### src/rtl/hash_feeder_pkg.sv
// Shared widths, defaults and FSM state type for the hash message feeder.
package hash_feeder_pkg;

    localparam int unsigned BYTE_W          = 8;
    localparam int unsigned LEN_W           = 64;
    localparam int unsigned DIGEST_W        = 32;
    localparam int unsigned DEF_BYTE_CYCLES = 3;
    localparam int unsigned DEF_FIFO_DEPTH  = 4;

    typedef enum logic [2:0] {
        IDLE      = 3'd0,
        FEED      = 3'd1,
        GAP       = 3'd2,
        WAIT_HASH = 3'd3,
        OUT       = 3'd4
    } feeder_state_t;

endpackage

### src/rtl/hash_byte_fifo.sv
// Byte-wide synchronous FIFO with registered full/empty flags and a
// first-word-fall-through head.
module hash_byte_fifo
    import hash_feeder_pkg::*;
#(
    parameter int unsigned DEPTH = DEF_FIFO_DEPTH
) (
    input  logic              clk,
    input  logic              rst_n,
    input  logic              i_push,
    input  logic [BYTE_W-1:0] i_data,
    input  logic              i_pop,
    output logic [BYTE_W-1:0] o_data,
    output logic              o_full,
    output logic              o_empty
);
    localparam int unsigned AW = (DEPTH > 1) ? $clog2(DEPTH) : 1;
    localparam int unsigned CW = AW + 1;

    logic [BYTE_W-1:0] r_mem [DEPTH];
    logic [AW-1:0]     r_wr_ptr;
    logic [AW-1:0]     r_rd_ptr;
    logic [CW-1:0]     r_count;
    logic              r_full;
    logic              r_empty;
    logic              w_push;
    logic              w_pop;
    logic [CW-1:0]     w_count_nxt;

    // Flags are registered, so a push at full is refused even alongside a pop.
    assign w_push  = i_push && !r_full;
    assign w_pop   = i_pop && !r_empty;
    assign o_data  = r_mem[r_rd_ptr];
    assign o_full  = r_full;
    assign o_empty = r_empty;

    always_comb begin
        w_count_nxt = r_count;
        case ({w_push, w_pop})
            2'b10:   w_count_nxt = r_count + CW'(1);
            2'b01:   w_count_nxt = r_count - CW'(1);
            default: w_count_nxt = r_count;
        endcase
    end

    always_ff @(posedge clk) begin
        if (rst_n) begin
            r_wr_ptr <= '0;
            r_rd_ptr <= '0;
            r_count  <= '0;
            r_full   <= 1'b0;
            r_empty  <= 1'b1;
        end else begin
            if (w_push) r_wr_ptr <= r_wr_ptr + AW'(1);
            if (w_pop)  r_rd_ptr <= r_rd_ptr + AW'(1);
            r_count <= w_count_nxt;
            r_full  <= (w_count_nxt == CW'(DEPTH));
            r_empty <= (w_count_nxt == '0);
        end
    end

    always_ff @(posedge clk) begin
        if (w_push) r_mem[r_wr_ptr] <= i_data;
    end

endmodule

### src/rtl/hash_msg_feeder.sv
// Host-side feeder for the hash core: takes a length and byte stream, paces
// bytes into the core one per iteration, and hands the digest back.
module hash_msg_feeder
    import hash_feeder_pkg::*;
#(
    parameter int unsigned FIFO_DEPTH  = DEF_FIFO_DEPTH,
    parameter int unsigned BYTE_CYCLES = DEF_BYTE_CYCLES
) (
    input  logic                clk,
    input  logic                rst_n,
    input  logic                start_valid,
    output logic                start_ready,
    input  logic [LEN_W-1:0]    msg_len,
    input  logic                in_valid,
    output logic                in_ready,
    input  logic [BYTE_W-1:0]   in_data,
    output logic                core_m_valid,
    output logic [BYTE_W-1:0]   core_message,
    output logic [LEN_W-1:0]    core_counter,
    input  logic                core_hash_ready,
    input  logic [DIGEST_W-1:0] core_digest,
    output logic                dig_valid,
    input  logic                dig_ready,
    output logic [DIGEST_W-1:0] digest,
    output logic                busy,
    output logic                err_zero_len
);
    localparam int unsigned GAP_W = (BYTE_CYCLES > 2) ? $clog2(BYTE_CYCLES) : 1;

    feeder_state_t       r_state;
    feeder_state_t       w_state_nxt;
    logic [LEN_W-1:0]    r_len_q;
    logic [LEN_W-1:0]    w_len_nxt;
    logic [LEN_W-1:0]    r_acc_rem;
    logic [LEN_W-1:0]    w_acc_nxt;
    logic [LEN_W-1:0]    r_feed_rem;
    logic [LEN_W-1:0]    w_feed_nxt;
    logic [GAP_W-1:0]    r_gap_cnt;
    logic [GAP_W-1:0]    w_gap_nxt;
    logic                r_m_valid;
    logic                w_m_valid_nxt;
    logic [BYTE_W-1:0]   r_message;
    logic [BYTE_W-1:0]   w_message_nxt;
    logic                r_dig_valid;
    logic                w_dig_valid_nxt;
    logic [DIGEST_W-1:0] r_digest;
    logic [DIGEST_W-1:0] w_digest_nxt;
    logic                r_err;
    logic                w_err_nxt;

    logic                w_push;
    logic                w_pop;
    logic [BYTE_W-1:0]   w_fifo_head;
    logic                w_fifo_full;
    logic                w_fifo_empty;

    hash_byte_fifo #(
        .DEPTH (FIFO_DEPTH)
    ) u_fifo (
        .clk     (clk),
        .rst_n   (rst_n),
        .i_push  (w_push),
        .i_data  (in_data),
        .i_pop   (w_pop),
        .o_data  (w_fifo_head),
        .o_full  (w_fifo_full),
        .o_empty (w_fifo_empty)
    );

    // Handshake decodes come straight from registered state.
    assign start_ready  = (r_state == IDLE);
    assign busy         = (r_state != IDLE);
    assign in_ready     = (r_state != IDLE) && (r_state != OUT) &&
                          !w_fifo_full && (r_acc_rem != '0);
    assign w_push       = in_valid && in_ready;

    assign core_m_valid = r_m_valid;
    assign core_message = r_message;
    assign core_counter = r_len_q;
    assign dig_valid    = r_dig_valid;
    assign digest       = r_digest;
    assign err_zero_len = r_err;

    always_comb begin
        w_state_nxt     = r_state;
        w_len_nxt       = r_len_q;
        w_acc_nxt       = r_acc_rem;
        w_feed_nxt      = r_feed_rem;
        w_gap_nxt       = r_gap_cnt;
        w_m_valid_nxt   = 1'b0;
        w_message_nxt   = r_message;
        w_dig_valid_nxt = r_dig_valid;
        w_digest_nxt    = r_digest;
        w_err_nxt       = 1'b0;
        w_pop           = 1'b0;

        unique case (r_state)
            IDLE: begin
                if (start_valid) begin
                    if (msg_len == '0) begin
                        w_err_nxt = 1'b1;
                    end else begin
                        w_len_nxt   = msg_len;
                        w_acc_nxt   = msg_len;
                        w_feed_nxt  = msg_len;
                        w_state_nxt = FEED;
                    end
                end
            end
            FEED: begin
                if (!w_fifo_empty) begin
                    w_pop         = 1'b1;
                    w_m_valid_nxt = 1'b1;
                    w_message_nxt = w_fifo_head;
                    w_feed_nxt    = r_feed_rem - LEN_W'(1);
                    w_gap_nxt     = GAP_W'(BYTE_CYCLES - 1);
                    w_state_nxt   = GAP;
                end
            end
            // Hold off the next byte until the core finishes its iteration.
            GAP: begin
                w_gap_nxt = r_gap_cnt - GAP_W'(1);
                if (r_gap_cnt == GAP_W'(1)) begin
                    w_state_nxt = (r_feed_rem == '0) ? WAIT_HASH : FEED;
                end
            end
            WAIT_HASH: begin
                if (core_hash_ready) begin
                    w_digest_nxt    = core_digest;
                    w_dig_valid_nxt = 1'b1;
                    w_state_nxt     = OUT;
                end
            end
            OUT: begin
                if (dig_ready) begin
                    w_dig_valid_nxt = 1'b0;
                    w_state_nxt     = IDLE;
                end
            end
            default: w_state_nxt = IDLE;
        endcase

        // No push is possible in IDLE, so this never collides with the load.
        if (w_push) w_acc_nxt = r_acc_rem - LEN_W'(1);
    end

    always_ff @(posedge clk) begin
        if (rst_n) begin
            r_state     <= IDLE;
            r_len_q     <= '0;
            r_acc_rem   <= '0;
            r_feed_rem  <= '0;
            r_gap_cnt   <= '0;
            r_m_valid   <= 1'b0;
            r_message   <= '0;
            r_dig_valid <= 1'b0;
            r_digest    <= '0;
            r_err       <= 1'b0;
        end else begin
            r_state     <= w_state_nxt;
            r_len_q     <= w_len_nxt;
            r_acc_rem   <= w_acc_nxt;
            r_feed_rem  <= w_feed_nxt;
            r_gap_cnt   <= w_gap_nxt;
            r_m_valid   <= w_m_valid_nxt;
            r_message   <= w_message_nxt;
            r_dig_valid <= w_dig_valid_nxt;
            r_digest    <= w_digest_nxt;
            r_err       <= w_err_nxt;
        end
    end

endmodule

### config.mk
export PLATFORM = sky130hd
export DESIGN_NAME = hash_msg_feeder
export DESIGN_NICKNAME = d
export VERILOG_FILES = /design/src/rtl/hash_feeder_pkg.sv /design/src/rtl/hash_byte_fifo.sv /design/src/rtl/hash_msg_feeder.sv
export SDC_FILE = /design/constraint.sdc
export NUM_CORES = 1
export LEC_CHECK = 0
export BUFFER_PORTS_ARGS = -buffer_cell sky130_fd_sc_hd__clkbuf_2
export CAP_MARGIN = 20
export CORE_ASPECT_RATIO = 1.75
export CORE_UTILIZATION = 51
export DETAILED_ROUTE_END_ITERATION = 7
export PLACE_DENSITY = 0.78
export SYNTH_ARGS = -nofsm -noshare
export SYNTH_HDL_FRONTEND = slang
export SYNTH_SLANG_ARGS = --single-unit
### constraint.sdc
create_clock -name clk -period 3.59 [get_ports clk]
set_input_delay 0.718 -clock clk [delete_from_list [all_inputs] [get_ports clk]]
set_output_delay 0.718 -clock clk [all_outputs]
set_load 0.005 [all_outputs]
==> impl_metrics.ini <==
[worst_hold_path]
hp-class = input port to flop
hp-start = core_digest[16]
hold_path_depth = 3

[grt]
grt_usage_pct = 30.6
antenna_found_initial = 3
grt_max_degree = 117
grt_pass1_wl_um = 66500
gr-total-overflow = 0
grt_pass1_vias = 12800

[sta]
finalClockSkew_ns = 0.0125
tightestPinTransition_ns = 1.05
finalCritPeriodShare_pct = 99.3
finalSetupTns_ns = 0
maxSlewHeadroom_pct = 29.3
timing.final.hold_violations = 0
timing.final.crit_period_ns = 3.56
max_freq_mhz = 281
rsz0062_at_grt = false
maxSlewViolCount = 0
final-setup-viol-count = 0

[status]
status = finished, final reports clean

[floorplan]
die_area_um2 = 26900
die_y_um = 216
io_pins = 220
die_x_um = 124
start_util_pct = 51.6
rows = 78
core_area_um2 = 25900

[logic_synthesis]
synth_top_area_share_pct = 37.3
synth_area_um2 = 13400
yosysUniqueCellTypes = 81
yosysTopAreaCell = dfxtp_1
ys_seq_area_share_pct = 44.5
synthFlopType = dfxtp_1
async_flop_share_pct = 0
synthCells = 1611
syn-num-nets = 1730
yosysMostFrequentCell = nand2_1
synth_common_cells = 305 x nand2_1, 249 x dfxtp_1, 178 x a21oi_1
avgSynthCellArea_um2 = 8.29
synthesis.yosys.warnings = 0
synth_area_leaders = dfxtp_1 37%, nand2_1 8.6%, edfxtp_1 7.2%
synth_edf_count = 32
synth-seq-cells = 281

[cts]
insertion_delay_ns = 0.56
h-tree-depth = 1
clockBufferDepth = 3
cts_root_buf = clkbuf_16
path_clk_slew_ns = 0.07
cts_tree = done
clock_sinks = 281
cts_hold_buf = 0
cts_made_buffers = 26

[place]
place.detailed.hpwl_um = 30100
routabilityCongestion = 0.946
portBuffers = 219

[route]
avgViaCountPerCell = 6.45
drt-total-wl_um = 42600
dr.pass1.iters = 6
dr.first_iter.drc_count = 1420
vias = 13700
wl_per_cell_um = 20.0
drc = 0
final_antenna_net_count = 0

[pwr]
power_mw = 12.1
peakVddDrop_v = 0.000463
power_leakage_nw = 5.80
p_per_area_nw_per_um2 = 769

[critical_path]
cp-startpoint = r_acc_rem[35]
critPathKind = flop to output port
rr_worst_depth = 13
r2r-start = r_acc_rem[0]
end_kind = output port
crit_fanout = 6
crit_required_ns = 2.87
crit_arrival_ns = 2.85
start_kind = flop

[finish]
seq_area_um2 = 5950
drive_gt1_share_pct = 20.9
finish.utilization_pct = 61.0
area_growth_pct = 18.2
fillers = 2283
layout.nets = 1905
multi_input_area_um2 = 6910

[job]
cap_violations = 0
per-stage QoR:
stage,hold WS (ns),std cells,setup WS (ns),instance area (µm²)
finish,0.370,2129,0.0254,15800
global route,0.363,2129,0.000141,15800
CTS,0.351,2123,0.00900,15800
detailed placement,0.445,2073,0.244,14800
global placement,0.439,2073,0.277,14800
floorplan,0.431,1611,0.0841,13400
per-layer routing:
| layer | vias to the layer above | GRT usage [%] | part of all wire (%) |
|---|---|---|---|
| li1 | 6369 | - | - |
| met1 | 6441 | 35.0 | 36 |
| met2 | 697 | 51.1 | 49 |
| met3 | 217 | 4.96 | 7.4 |
| met4 | 0 | 23.0 | 7.4 |
| met5 | - | 0 | 0 |
report_power, final:
| group | switching, mW | internal, mW | leakage (nW) |
|---|---|---|---|
| clock | 1.30 | 1.64 | 0.427 |
| combinational | 3.18 | 1.74 | 3.05 |
| sequential | 0.529 | 3.75 | 2.33 |
| total | 5.01 | 7.13 | 5.80 |
timing repair:
action	CTS	global route
pin swaps	3	2
gates cloned	0	0
buffers inserted	2	3
gates resized for setup	8	1
endpoints found under the setup margin	1	1
critical path: stages (launching register included):
cell,delay [ns]
dfxtp_1,0.35
or4_1,0.57
or4_4,0.48
or4_4,0.57
nor2_4,0.14
nor3_2,0.06
clkbuf_2,0.11
registers in the layout, summed over array words and instances, names as in the netlist:
signal / cells
u_fifo.o_empty: 1
r_gap_cnt: 2
u_fifo.r_rd_ptr: 2
core_counter: 64
core_message: 8
u_fifo.r_mem: 32
u_fifo.o_full: 1
u_fifo.r_wr_ptr: 2
r_acc_rem: 64
dig_valid: 1
u_fifo.r_count: 3
core_m_valid: 1
r_state: 3
digest: 32
r_feed_rem: 64
err_zero_len: 1
placed cells by master (no fill, tap or decap), types with 36 or more instances in the layout:
cell type / synthesis / final
dfxtp_1: 249 / 248
nor3_1: 47 / 46
nor2_1: 71 / 67
or3_1: 51 / 51
nor4_1: 47 / 46
clkbuf_2: 0 / 218
nand2_1: 305 / 304
or4_1: 38 / 36
o21ai_0: 52 / 51
buf_4: 3 / 40
a31oi_1: 67 / 67
a21oi_1: 178 / 177
area by class of cell:
type | count | area share (%)
clock buffers | 28 | 4.17
repair buffers | 265 | 9.64
clock inverters | 20 | 1.49
multi-input cells | 1184 | 43.8
flip-flops and latches | 281 | 37.7
diodes | 3 | 0.0476
well taps | 320 | 2.54
inverters | 28 | 0.666
worst paths after layout:
| kind | end | slack [ns] |
|---|---|---|
| worst max-delay path | in_ready | 0.03 |
| worst min-delay path | digest[16] | 0.37 |
| worst max register to register | u_fifo.o_full | 0.26 |
| worst min register to register | core_counter[28] | 0.45 |
kinds of logic after synthesis:
family / share of synthesized area (%)
and+or+nand+nor: 25.1
AOI/OAI and AO/OA: 23.1
DFF: 44.5
buffers and inverters: 4.29
muxes: 1.65
adders and majority gates: 0.900
xor gates and xnor gates: 0.459
Power figures use the tool's default switching activity.
